==> src/rtl/button_pkg.sv <==
// Shared types and default constants for the push-button conditioning block.
package button_pkg;

    typedef enum logic [1:0] {
        RELEASED    = 2'd0,
        PRESS_CHK   = 2'd1,
        PRESSED     = 2'd2,
        RELEASE_CHK = 2'd3
    } state_t;

    localparam int DEF_STABLE_CYCLES = 4;
    localparam int DEF_LONG_CYCLES   = 7;

endpackage

==> src/rtl/button_debounce_sync2.sv <==
// Two-flop synchroniser for an asynchronous level input; both flops reset to 0.
module sync2 (
    input  logic CLK,
    input  logic RST_n,
    input  logic i_d,
    output logic o_q
);

    logic r_s1;
    logic r_s2;

    always_ff @(posedge CLK or negedge RST_n) begin
        if (!RST_n) begin
            r_s1 <= 1'b0;
            r_s2 <= 1'b0;
        end else begin
            r_s1 <= i_d;
            r_s2 <= r_s1;
        end
    end

    assign o_q = r_s2;

endmodule

==> src/rtl/button_debounce.sv <==
// Debounced button level plus registered press/release strobes.
// Optional long-press strobe when LONG_PRESS_EN is defined.
module button_debounce
    import button_pkg::*;
#(
    parameter int STABLE_CYCLES = DEF_STABLE_CYCLES,
    parameter int CNT_W         = 3,
    parameter int LONG_CYCLES   = DEF_LONG_CYCLES
) (
    input  logic CLK,
    input  logic RST_n,
    input  logic i_in,
    output logic o_out,
    output logic o_press,
    output logic o_release,
    output logic o_long_press
);

    localparam logic [CNT_W-1:0] CNT_LAST = CNT_W'(STABLE_CYCLES - 1);

    if (STABLE_CYCLES < 2 || STABLE_CYCLES > (1 << CNT_W) - 1 || LONG_CYCLES < 1) begin : g_param_chk
        $error("button_debounce: STABLE_CYCLES/CNT_W/LONG_CYCLES out of range");
    end

    logic             w_s2;
    state_t           r_state;
    logic [CNT_W-1:0] r_cnt;
    logic             r_out;
    logic             r_press;
    logic             r_release;

    sync2 u_sync (
        .CLK   (CLK),
        .RST_n (RST_n),
        .i_d   (i_in),
        .o_q   (w_s2)
    );

    // Counter holds the number of consecutive agreeing samples seen so far in a CHK state
    always_ff @(posedge CLK or negedge RST_n) begin
        if (!RST_n) begin
            r_state   <= RELEASED;
            r_cnt     <= '0;
            r_out     <= 1'b0;
            r_press   <= 1'b0;
            r_release <= 1'b0;
        end else begin
            r_press   <= 1'b0;
            r_release <= 1'b0;
            case (r_state)
                RELEASED: begin
                    if (w_s2) begin
                        r_state <= PRESS_CHK;
                        r_cnt   <= CNT_W'(1);
                    end else begin
                        r_cnt   <= '0;
                    end
                end
                PRESS_CHK: begin
                    if (!w_s2) begin
                        r_state <= RELEASED;
                        r_cnt   <= '0;
                    end else if (r_cnt == CNT_LAST) begin
                        r_state <= PRESSED;
                        r_cnt   <= '0;
                        r_out   <= 1'b1;
                        r_press <= 1'b1;
                    end else begin
                        r_cnt   <= r_cnt + CNT_W'(1);
                    end
                end
                PRESSED: begin
                    if (!w_s2) begin
                        r_state <= RELEASE_CHK;
                        r_cnt   <= CNT_W'(1);
                    end
                end
                RELEASE_CHK: begin
                    if (w_s2) begin
                        r_state   <= PRESSED;
                        r_cnt     <= '0;
                    end else if (r_cnt == CNT_LAST) begin
                        r_state   <= RELEASED;
                        r_cnt     <= '0;
                        r_out     <= 1'b0;
                        r_release <= 1'b1;
                    end else begin
                        r_cnt     <= r_cnt + CNT_W'(1);
                    end
                end
                default: begin
                    r_state <= RELEASED;
                    r_cnt   <= '0;
                end
            endcase
        end
    end

    assign o_out     = r_out;
    assign o_press   = r_press;
    assign o_release = r_release;

`ifdef LONG_PRESS_EN
    localparam int              LONG_W    = $clog2(LONG_CYCLES + 1);
    localparam logic [LONG_W-1:0] LONG_LAST = LONG_W'(LONG_CYCLES);

    logic [LONG_W-1:0] r_lcnt;
    logic              r_long;
    logic              w_press_acc;

    assign w_press_acc = (r_state == PRESS_CHK) && w_s2 && (r_cnt == CNT_LAST);

    // Saturation at LONG_LAST is what limits the strobe to once per accepted press
    always_ff @(posedge CLK or negedge RST_n) begin
        if (!RST_n) begin
            r_lcnt <= '0;
            r_long <= 1'b0;
        end else begin
            r_long <= 1'b0;
            if (w_press_acc) begin
                r_lcnt <= '0;
            end else if (r_state == PRESSED && r_lcnt != LONG_LAST) begin
                r_lcnt <= r_lcnt + LONG_W'(1);
                if (r_lcnt == LONG_LAST - LONG_W'(1))
                    r_long <= 1'b1;
            end
        end
    end

    assign o_long_press = r_long;
`else
    assign o_long_press = 1'b0;
`endif

endmodule
==> config.mk <==
export PLATFORM = sky130hd
export DESIGN_NAME = button_debounce
export DESIGN_NICKNAME = d
export VERILOG_FILES = /design/src/rtl/button_pkg.sv /design/src/rtl/button_debounce_sync2.sv /design/src/rtl/button_debounce.sv
export SDC_FILE = /design/constraint.sdc
export NUM_CORES = 1
export LEC_CHECK = 0
export ABC_AREA = 1
export CORE_AREA = 2 2 39 41
export CTS_CLUSTER_DIAMETER = 150
export DETAILED_ROUTE_END_ITERATION = 8
export DIE_AREA = 0 0 41 43
export DONT_BUFFER_PORTS = 1
export GPL_TIMING_DRIVEN = 0
export REMOVE_ABC_BUFFERS = 1
export SKIP_LAST_GASP = 1
export SLEW_MARGIN = 10
export SYNTH_ARGS = -nofsm -noshare
export SYNTH_HDL_FRONTEND = slang
export SYNTH_HIERARCHICAL = 1
export SYNTH_SLANG_ARGS = --single-unit
==> constraint.sdc <==
create_clock -name CLK -period 2.9 [get_ports CLK]
set_clock_uncertainty 0.15 [all_clocks]
set_input_delay 0.145 -clock CLK [delete_from_list [all_inputs] [get_ports CLK]]
set_output_delay 0.145 -clock CLK [all_outputs]
set_load 0.02 [all_outputs]
==> metrics, run 1 <==
DR vias/cell 4.394; vias in the first global route around 280; #FFs+latches synth 10; H-tree depth 1; detailed placer's ending HPWL 555.8 um; Reg2Reg Depth 6; Clock Tree Root clkbuf_4; Tmin final 1.241 ns; GR Overflow Total 0; # IOs 7; CTS tree done; initial core utilization 0.3309; Synth area leaders dfrtp_1 (55%), nand2_1 (9.0%), inv_1 (6.6%); cell taking the most area after synthesis dfrtp_1; CTS Buffer Depth 2; vias about 310; Max Slew Vio Count 0; Worst Path Required 2.92 ns; Die ar. 1763 um^2; Clock transition at path regs 0.07 ns; # DRC 0; highest clock rate roughly 0.8 GHz; drt first-iter violations 6; Total Wirelength 728 um; largest net degree at the start of global routing 11; MaxCap Viol Count 0; Setup crit start kind flop; most used cell, CP nand2_1; area grow syn2layout 12.57%; Critical Path Sink Type flop; critical-path cell list ha_1 -> inv_1 -> nor2_1 -> nand3_1 -> nand2_1 -> nand2_1; Die H 43 um; setup slack, reg-to-reg 1.66 ns; FP Rows 14; Top delay family on crit path flip-flops; Setup CP Type reg2reg; share of the synthesized area in the top cell type 0.5464; slowest CP cell dfrtp_1; Routed WL per cell 10.25 um; Hold Vio Cnt, Final 0; Inst Count DP 65; Async SR Flop Fraction 1.000; Place WS roughly 1.7 ns; Hold Crit Class in2async; first-pass GRT wire length 1.262 mm; Worst path max stage delay 0.37 ns; Post-DRT Antenna Nets 0; Max IR drop VDD roughly 0.00047 V; Ant. Diodes 0; final setup violating endpoints 0; Mapped Cells 51; setup ws final between 1.5 and 2 ns; Ys Warns 6; DRT Pass-1 Iters 4; Layout fillers 134; RSZ-0062 raised after global routing false; Final Wtd Congestion slightly above 0.8; Hold WS 0.09590 ns; top-count cell post-synth nand2_1; Synth top cells by count nand2_1 (11), dfrtp_1 (10), inv_1 (8), nand3_1 (5), nor2_1 (4); FF-to-FF Start r_cnt[0]; initial antenna violation count 0; clock latency on the worst-skew pair 0.27 ns; fin crit share 0.4281; Power Density about 830 nW/um^2; LEAKAGE 0.2760 nW; cts repair resizes 0; die width 41 um; CORE AREA 1384 um^2; TritonCTS Sinks 10; Overall Global Routing Usage 0.1205; Post-synth EDFFs 0; Netlist cell types 15; outcome completed; Cell Area, Synth 457.9 um^2; R2R Path End o_out; crit path max fanout 3; Critical path buffers and inverters 1; Non-Filler Instances 71; # port buffers 0; Syn Area/Cell around 9.0 um^2; Final Net Count 60; Setup TNS 0 ns; WP data arrival approximately 1.3 ns; layout cells sized above 1 0.1636; top_reg_cell synth dfrtp_1; CTS Buf Count 3; Seq/Total Area, Yosys 0.5464
[cell families after synthesis]
family,after synthesis,share of synthesized area
adder cells (fa/ha/maj),1,0.02732
AO/OA/AOI/OAI,1,0.01092
AND/OR/NAND/NOR,27,0.2923
buffers and inverters,11,0.1148
flip-flops,10,0.5464
other,1,0.008189
[final cells by class]
cell class / instances / area, um^2 / share of cell area
sequential: 10 / 250.2 / 0.4854
multi-input combinational: 30 / 155.1 / 0.3010
clock buffer: 4 / 36.28 / 0.07039
inverter: 9 / 33.78 / 0.06553
timing repair buffer: 2 / 20.02 / 0.03883
tap: 16 / 20.02 / 0.03883
[stage by stage]
stage / cell area (um^2) / util / total power [W]
global route: 515.5 / 0.3725 / 0.0004616
CTS: 515.5 / 0.3725 / 0.0004367
floorplan: 439.2 / - / 0.0002814
finish: 515.5 / 0.3725 / 0.0004301
global placement: 459.2 / 0.3318 / 0.0002992
detailed placement: 459.2 / 0.3318 / 0.0003022
[sequential cells by signal, summed over array words and instances, names as in the netlist, named ones only]
register and count:
o_release 1, o_press 1, u_sync/r_s1 1, u_sync/o_q 1, r_cnt 3, o_out 1, r_state 1
[what timing repair did]
| action | in CTS | in global routing |
|---|---|---|
| setup buffers | 0 | 0 |
| hold buffers | 2 | 0 |
| setup endpoints to repair | 0 | 0 |
| hold endpoints to repair | 11 | 0 |
[cell usage in the layout (no fill, tap or decap)]
cell           count
inv_1              8
inv_2              1
conb_1             1
nor2_1             4
nand3_2            1
nand3_1            5
dfrtp_1           10
nor2_4             1
o21ai_0            1
ha_1               1
dlygate4sd3_1      2
nand2_1           11
clkbuf_4           3
clkbuf_8           1
nand4_1            3
nand2_2            2
[per-layer routing]
layer	share of wire	up-vias	routed length (um)	track usage
met5	0	-	0	0
met4	0.055	0	40	0.1200
met3	0.038	4	28	0.04712
met2	0.48	6	353	0.1469
met1	0.42	138	306	0.1497
li1	-	164	-	-
[how the worst max path moves through the flow]
stage                         from  slack [ns]  cells past startpoint     to
after CTS                 r_cnt[0]        1.67                      6  o_out
final                     r_cnt[0]        1.66                      6  o_out
after global placement    r_cnt[0]        1.67                      6  o_out
after detailed placement  r_cnt[0]        1.67                      6  o_out
after global routing      r_cnt[0]        1.55                      6  o_out
after floorplan           r_cnt[0]        1.76                      6  o_out
[report_power, final]
part / leakage [nW] / internal, W / switching, W
clock network: 0.0210 / 0.0000763 / 0.0000504
logic: 0.126 / 0.0000337 / 0.0000552
registers: 0.129 / 0.000171 / 0.0000433
total: 0.276 / 0.000281 / 0.000149
(Power assumes the default switching activity.)
==> run 2, diff against run 1 <==
Clock period 2.9 ns to 1.2 ns, I/O delays scaled along.
==> run 2 against run 1 <==
  * Clock power rose by 140%
  * Largest power group unchanged
  * Sequential share of layout area shrank 2.2 points
  * Final area up 4.9%
  * Critical path type unchanged
  * Core utilization grew 1.8 points
  * Count of clock-buffer cells in the layout did not move
==> metrics, run 2 (same netlist as run 1, synthesis figures left out) <==
clock latency on the worst-skew pair 0.27 ns (about the same); # IOs 7 (unchanged); layout cells sized above 1 0.2364 (+0.07273); GR Overflow Total 0 (unchanged); final setup violating endpoints 0 (unchanged); LEAKAGE 0.2746 nW (-0.51%); WP data arrival 1.18 ns (-0.08 ns); first-pass GRT wire length 1.304 mm (+3.3%); vias 323 (+3.5%); CTS Buffer Depth 2 (unchanged); Total Wirelength 769 um (+5.6%); CTS tree done; Die H 43 um (unchanged); Power Density 1996 nW/um^2 (+140%); Critical Path Sink Type flop; Setup crit start kind flop; vias in the first global route 288 (+4.3%); Post-DRT Antenna Nets 0 (unchanged); Max IR drop VDD 0.001157 V (+140%); Die ar. 1763 um^2 (unchanged); Max Slew Vio Count 0 (unchanged); outcome completed; crit path max fanout 3 (unchanged); Hold WS 0.009889 ns (-0.08602 ns); max FFs per register 3 (unchanged); Clock Tree Root clkbuf_4; fin crit share 0.9667 (+0.5386); most frequent cells in the layout nand2_1 (11), dfrtp_1 (10), inv_1 (7); Tmin final 1.160 ns (-0.08139 ns); Hold Vio Cnt, Final 0 (unchanged); Reg with most FFs r_cnt; initial core utilization 0.3309 (unchanged); drt first-iter violations 10 (+4); DRT Pass-1 Iters 4 (unchanged); MaxCap Viol Count 0 (unchanged); Final Net Count 60 (unchanged); largest net degree at the start of global routing 11 (unchanged); DR vias/cell 4.549 (+3.5%); Routed WL per cell 10.83 um (+5.6%); highest clock rate 0.8620 GHz (+7.0%); die width 41 um (unchanged); # port buffers 0 (unchanged); CORE AREA 1384 um^2 (unchanged); Final Power 0.001079 W (+150%); Clock transition at path regs 0.07 ns (about the same); # DRC 0 (unchanged); TritonCTS Sinks 10 (unchanged); Overall Global Routing Usage 0.1236 (+0.003064); commonest non-fill, non-tap cell in the layout nand2_1; initial antenna violation count 0 (unchanged); RSZ-0062 raised after global routing true; Setup Buffers After CTS 0 (unchanged); FP Rows 14 (unchanged); Final Wtd Congestion 0.8148 (unchanged); CTS Buf Count 3 (unchanged); Ant. Diodes 0 (unchanged); Setup CP Type reg2reg; setup slack, reg-to-reg 0.04 ns (-1.62 ns); Hold Crit Class in2async; Worst Path Required 1.22 ns (-1.70 ns); detailed placer's ending HPWL 555.8 um (unchanged); H-tree depth 1 (unchanged); area grow syn2layout 18.03%
[run 2: repair_timing]
item	in CTS	in global routing
pin swaps	0	4
endpoints found under the setup margin	1	5
gates resized for setup	2	5
hold buffers	2	0
hold endpoints to repair	11	0
[run 2: through the flow]
stage	std cells	util	TNS (ns)	cell area, um^2	setup WS (ns)
detailed placement	65	0.3318	-0.03224	459.2	-0.03224
global route	71	0.3906	-0.07411	540.5	-0.04622
global placement	65	0.3318	-0.03227	459.2	-0.03227
finish	71	0.3906	0	540.5	0.03995
CTS	71	0.3761	0	520.5	0.01076
floorplan	49	-	0	439.2	0.05920
[run 2: cell type report]
class | instances | area (um^2)
multi-input cells | 30 | 180.2
well taps | 16 | 20.02
clock buffers | 4 | 36.28
inverters | 9 | 33.78
fillers | 133 | 843.3
flip-flops and latches | 10 | 250.2
repair buffers | 2 | 20.02
[run 2: final timing paths]
kind / from / end / cells after the start
worst max register to register: r_cnt[1] / o_out / 6
worst max-delay path: r_cnt[1] / o_out / 6
min in group CLK: i_in / u_sync/r_s1 / 1
worst min-delay path: RST_n / o_out / 1
max in group asynchronous: RST_n / r_cnt[0] / 1
worst min register to register: u_sync/r_s1 / u_sync/o_q / 0
[run 2: power breakdown]
| part | leakage (nW) | internal, W | switching (W) |
|---|---|---|---|
| Sequential | 0.129 | 0.000413 | 0.000118 |
| Combinational | 0.125 | 0.0000996 | 0.000142 |
| Clock | 0.0210 | 0.000184 | 0.000122 |
[run 2: worst max-delay path, stage by stage (launching register included)]
cell and delay, ns:
dfrtp_1 0.40, ha_4 0.17, inv_2 0.05, nor2_4 0.11, nand3_2 0.08, nand2_1 0.06, nand2_1 0.04
[run 2: routing by layer]
layer	vias up	wire, um	GRT usage
met5	-	0	0
met4	0	40	0.1200
met3	4	48	0.04712
met2	14	383	0.1531
met1	141	296	0.1531
li1	164	-	-
